File: config.mk
export PLATFORM = sky130hd
export DESIGN_NAME = rca_multicycle_stage_flat
export DESIGN_NICKNAME = d
export VERILOG_FILES = /design/src/rtl/rca_multicycle_stage_if.sv /design/src/rtl/rca_multicycle_stage.sv /design/src/flat_wrapper.sv
export SDC_FILE = /design/constraint.sdc
export NUM_CORES = 1
export LEC_CHECK = 0
export ABC_AREA = 0
export CORE_ASPECT_RATIO = 0.5
export CORE_MARGIN = 2
export CORE_UTILIZATION = 60
export CTS_BUF_LIST = sky130_fd_sc_hd__clkbuf_4
export CTS_CLUSTER_SIZE = 25
export DETAILED_ROUTE_END_ITERATION = 10
export DONT_BUFFER_PORTS = 1
export HOLD_SLACK_MARGIN = 0.08
export PLACE_DENSITY = 0.76
export SETUP_SLACK_MARGIN = 0.15
export SYNTH_ARGS = -nofsm -noshare
export SYNTH_HDL_FRONTEND = slang
export SYNTH_SLANG_ARGS = --single-unit
File: constraint.sdc
create_clock -name clk -period 3.17 [get_ports clk]
set_input_delay 0.1585 -clock clk [delete_from_list [all_inputs] [get_ports clk]]
set_output_delay 0.1585 -clock clk [all_outputs]
set_load 0.02 [all_outputs]
File: src/rtl/rca_multicycle_stage_if.sv
// Handshake and adder-side bundle for rca_multicycle_stage.
// The master drives operands, the adder sum and downstream ready. The slave is the stage.
interface rca_multicycle_stage_if #(
  parameter int unsigned W = 23
);
  logic         in_valid;
  logic         in_ready;
  logic [W-1:0] in_x;
  logic [W-1:0] in_y;
  logic [W-1:0] add_x;
  logic [W-1:0] add_y;
  logic [W:0]   add_s;
  logic         out_valid;
  logic         out_ready;
  logic [W:0]   out_sum;
  logic         busy;

  modport master (
    output in_valid, in_x, in_y, add_s, out_ready,
    input  in_ready, add_x, add_y, out_valid, out_sum, busy
  );

  modport slave (
    input  in_valid, in_x, in_y, add_s, out_ready,
    output in_ready, add_x, add_y, out_valid, out_sum, busy
  );
endinterface

File: src/rtl/rca_multicycle_stage.sv
// Feed/capture stage that holds the external ripple-carry adder inputs for SETTLE_CYC cycles, then samples its sum.
// Optional macro RCA_SUM_CHECK_EN adds a sticky chk_err output that compares the sampled sum against add_x+add_y.
module rca_multicycle_stage #(
  parameter int unsigned W          = 23,
  parameter int unsigned SETTLE_CYC = 3
) (
  input  logic                    clk,
  input  logic                    rst_n,
  rca_multicycle_stage_if.slave   bus
`ifdef RCA_SUM_CHECK_EN
  ,
  output logic                    chk_err
`endif
);

  localparam int unsigned CNT_W = 4;

  typedef enum logic [1:0] {
    IDLE   = 2'd0,
    SETTLE = 2'd1,
    DONE   = 2'd2
  } state_t;

  state_t       state;
  state_t       state_nxt;
  logic [CNT_W-1:0] cnt;
  logic [W-1:0] add_x_q;
  logic [W-1:0] add_y_q;
  logic [W:0]   out_sum_q;
  logic         out_valid_q;
  logic         accept;
  logic         capture;

  assign accept  = (state == IDLE) && bus.in_valid;
  assign capture = (state == SETTLE) && (cnt == '0);

  // State register
  always_ff @(posedge clk) begin
    if (!rst_n) begin
      state <= IDLE;
    end else begin
      state <= state_nxt;
    end
  end

  // Next-state logic
  always_comb begin
    state_nxt = state;
    case (state)
      IDLE:    if (bus.in_valid)  state_nxt = SETTLE;
      SETTLE:  if (cnt == '0)     state_nxt = DONE;
      DONE:    if (bus.out_ready) state_nxt = IDLE;
      default:                    state_nxt = IDLE;
    endcase
  end

  // State-decoded outputs
  always_comb begin
    bus.in_ready = 1'b0;
    bus.busy     = 1'b0;
    case (state)
      IDLE:    bus.in_ready = 1'b1;
      SETTLE:  bus.busy     = 1'b1;
      DONE:    bus.busy     = 1'b1;
      default: bus.in_ready = 1'b0;
    endcase
  end

  // Operand hold, settle countdown and sum capture
  always_ff @(posedge clk) begin
    if (!rst_n) begin
      add_x_q     <= '0;
      add_y_q     <= '0;
      cnt         <= '0;
      out_sum_q   <= '0;
      out_valid_q <= 1'b0;
    end else begin
      if (accept) begin
        add_x_q <= bus.in_x;
        add_y_q <= bus.in_y;
        cnt     <= CNT_W'(SETTLE_CYC - 1);
      end else if ((state == SETTLE) && (cnt != '0)) begin
        cnt <= cnt - CNT_W'(1);
      end

      if (capture) begin
        out_sum_q   <= bus.add_s;
        out_valid_q <= 1'b1;
      end else if ((state == DONE) && bus.out_ready) begin
        out_valid_q <= 1'b0;
      end
    end
  end

  assign bus.add_x     = add_x_q;
  assign bus.add_y     = add_y_q;
  assign bus.out_sum   = out_sum_q;
  assign bus.out_valid = out_valid_q;

`ifdef RCA_SUM_CHECK_EN
  logic [W:0] sum_ref;

  assign sum_ref = (W+1)'(add_x_q) + (W+1)'(add_y_q);

  // Sticky until reset so a single bad settle is never lost
  always_ff @(posedge clk) begin
    if (!rst_n) begin
      chk_err <= 1'b0;
    end else if (capture && (bus.add_s != sum_ref)) begin
      chk_err <= 1'b1;
    end
  end
`endif

endmodule

File: src/flat_wrapper.sv
// flat-port wrapper written by rule: the top's interface ports become plain ports
module rca_multicycle_stage_flat 
#(
  parameter int unsigned W          = 23,
  parameter int unsigned SETTLE_CYC = 3
)
  (clk, rst_n, bus_in_valid, bus_in_x, bus_in_y, bus_add_s, bus_out_ready, bus_in_ready, bus_add_x, bus_add_y, bus_out_valid, bus_out_sum, bus_busy);
  rca_multicycle_stage_if #(.W(W)) bus_i ();
  input  logic clk;
  input  logic rst_n;
  input wire logic [$bits(bus_i.in_valid)-1:0] bus_in_valid;
  input wire logic [$bits(bus_i.in_x)-1:0] bus_in_x;
  input wire logic [$bits(bus_i.in_y)-1:0] bus_in_y;
  input wire logic [$bits(bus_i.add_s)-1:0] bus_add_s;
  input wire logic [$bits(bus_i.out_ready)-1:0] bus_out_ready;
  output wire logic [$bits(bus_i.in_ready)-1:0] bus_in_ready;
  output wire logic [$bits(bus_i.add_x)-1:0] bus_add_x;
  output wire logic [$bits(bus_i.add_y)-1:0] bus_add_y;
  output wire logic [$bits(bus_i.out_valid)-1:0] bus_out_valid;
  output wire logic [$bits(bus_i.out_sum)-1:0] bus_out_sum;
  output wire logic [$bits(bus_i.busy)-1:0] bus_busy;
  assign bus_i.in_valid = bus_in_valid;
  assign bus_i.in_x = bus_in_x;
  assign bus_i.in_y = bus_in_y;
  assign bus_i.add_s = bus_add_s;
  assign bus_i.out_ready = bus_out_ready;
  assign bus_in_ready = bus_i.in_ready;
  assign bus_add_x = bus_i.add_x;
  assign bus_add_y = bus_i.add_y;
  assign bus_out_valid = bus_i.out_valid;
  assign bus_out_sum = bus_i.out_sum;
  assign bus_busy = bus_i.busy;
  rca_multicycle_stage #(.W(W), .SETTLE_CYC(SETTLE_CYC)) u_core (.clk(clk), .rst_n(rst_n), .bus(bus_i));
endmodule
==> flow_summary.ini <==
[routing]
vias_per_cell = 5.776
ant_nets = 0
num_vias = 2946
drt_wl_total_um = 9440
first_pass_iters = 5
drt_iter0_markers = 182
drc_errors = 0
wire_per_inst_um = 18.51

[synthesis]
yosysWarnings = 0
netlist.top_cell.by_area = dfxtp_1
netlist.area_leader.share_pct = 53.85
ys_seq_area_share_pct = 53.85
synth.cell_area_um2 = 2863
synth_seq_cells = 77
synth.distinct_cells = 30
synth.avg_cell_area_um2 = 8.041
synth.net_count = 434
synthCells = 356
synth.area.top_cells = dfxtp_1 54%, nand2_1 16%, a21oi_1 8.4%

[grt]
antenna_found_initial = 0
grt_pass1_vias = 2868
track_usage_pct = 35.90
grt_max_degree = 50
grt.overflow.total = 0
grt_pass1_wl_um = 14060

[clock_network]
cts_max_level = 3
root_buffer = clkbuf_4
clock_sinks = 77
worstSkewPairLatency_ns = 0.43
cts.path.max_buffers = 2
cts_tree = yes
cts_buffers = 9
clkTransAtPathRegs_ns = 0.14

[die]
pin_count = 147
rows = 17
start_util_pct = 63.79
design.die.area_um2 = 5374
die_h_um = 52.85
core-area_um2 = 4488
die_x_um = 101.7

[timing]
min_period_ns = 2.901
fmax_ghz = 0.3447
drv_slew = 0
relSlewSlack_pct = 49.20
finalCritPeriodShare_pct = 91.51
tns_ns = 0
setup_viol = 0
fin_hold_ws_ns = 0.2159
finalHoldViolCount = 0
worst_pin_slew_ns = 0.7609
clock_skew_ns = 0.02068
rsz0062_at_grt = no

[placement]
routabilityCongestion = 0.6639
io_buffers = 0
post-dp-hpwl_um = 4081

[cells_and_area]
layout.nets = 517
diodes = 0
final_common_cell = nand2_1
utilization_pct = 88.49
area_delta_synth_final_pct = 38.72
n_fill_cell = 195
drive_gt1_share_pct = 4.955
final_cell_mix = 124 x nand2_1, 95 x dlygate4sd3_1, 77 x dfxtp_1, 48 x a21oi_1, 25 x nand3_1

[worst_setup_path]
crit_fanout = 49
cp-end-kind = flop
crit_required_ns = 3.55
cp-start-kind = flop
arrival_ns = 3.28
path_class = reg -> reg

[pwr]
leakagePower_nw = 1.499
p_per_area_nw_per_um2 = 792.1
ir_worst_vdd_v = 0.0005364
p_total_mw = 3.146

[run]
cap_violations = 0

[status]
status = finished clean

[worst_hold_path]
hp-class = in -> reg
## report_power, final
| group | internal (mW) | switching (mW) | leakage [nW] | total [mW] |
|---|---|---|---|---|
| Combinational | 0.358 | 0.559 | 0.779 | 0.917 |
| Clock | 0.324 | 0.362 | 0.0907 | 0.686 |
| Sequential | 1.17 | 0.376 | 0.630 | 1.54 |
## cell type report
type,count,area (um2),share of cell area (%)
Clock buffer,9,67.56,1.701
Clock inverter,7,96.34,2.426
Inverter,6,22.52,0.5671
Multi-Input combinational cell,247,1175,29.58
Sequential cell,77,1541,38.82
Tap cell,66,82.58,2.079
Timing Repair Buffer,98,985.9,24.83
## critical path, cell delays in order, from the launching register on
cell           delay, ns
dfxtp_1             0.35
inv_1               0.08
ha_1                0.26
and4bb_4            0.64
nand3_1             0.22
dlygate4sd3_1       0.64
o21ai_1             0.09
dlygate4sd3_1       0.56
## routing by layer
| metal | wire [um] | vias to the layer above | GRT usage, % |
|---|---|---|---|
| li1 | - | 1348 | - |
| met1 | 3353 | 1368 | 35.48 |
| met2 | 4707 | 196 | 65.90 |
| met3 | 1074 | 34 | 14.67 |
| met4 | 304 | 0 | 18.69 |
| met5 | 0 | - | 0 |
## state kept, by name, indices dropped and copies added (netlist names)
signal and count:
u_core.bus.add_y 23, u_core.bus.out_sum 24, u_core.bus.out_valid 1, u_core.bus.add_x 23, u_core.cnt 4, u_core.state 2
## cell families after synthesis
logic type	after synthesis	synth area share, %
AOI/OAI and AO/OA	81	15.12
adders and majority gates	4	1.748
buffers and inverters	32	5.245
DFF	77	53.85
muxes	1	0.3497
and+or+nand+nor	161	23.69
## stage by stage
stage	cells	cell area, um2	setup WS [ns]
5_1_grt	510	3971	0.1624
2_1_floorplan	356	2863	1.683
6_report	510	3971	0.2692
3_3_place_gp	398	2833	1.430
4_1_cts	510	3968	0.2652
3_5_place_dp	398	2833	1.302
## worst paths after layout
path | from | endpoint | slack [ns] | cells past startpoint
worst max register to register | u_core.state[1]$_SDFFE_PN0P_ | u_core.bus.out_sum[18]$_SDFFE_PN0P_ | 0.27 | 7
worst max-delay path | u_core.state[1]$_SDFFE_PN0P_ | u_core.bus.out_sum[18]$_SDFFE_PN0P_ | 0.27 | 7
worst min register to register | u_core.cnt[0]$_SDFFE_PP0P_ | u_core.cnt[0]$_SDFFE_PP0P_ | 0.54 | 2
worst min-delay path | rst_n | u_core.bus.out_valid$_SDFFE_PN0P_ | 0.22 | 2
## synthesized netlist by cell type
library cell	number
buf_4	2
o311a_1	1
o211ai_1	2
nand3b_1	1
nor2_1	3
nor4b_1	1
or4_1	1
a311oi_1	1
and2_1	1
nor3b_2	1
a31oi_1	2
nand2b_1	2
a21oi_1	48
and4bb_2	1
clkbuf_1	10
buf_2	12
nand4b_1	1
o21ai_1	24
o2111ai_1	1
buf_6	1
nand3_1	25
inv_1	5
ha_1	4
a21bo_1	1
nand2_1	124
mux2i_1	1
a21boi_1	1
inv_2	1
buf_1	1
dfxtp_1	77
## timing repair
| item | CTS | global route |
|---|---|---|
| endpoints found under the setup margin | 0 | 9 |
| endpoints found under the hold margin | 77 | 0 |
| hold buffers | 96 | 0 |
| buffers inserted | 0 | 0 |
| gates resized for setup | 0 | 1 |
(Power assumes the default switching activity.)
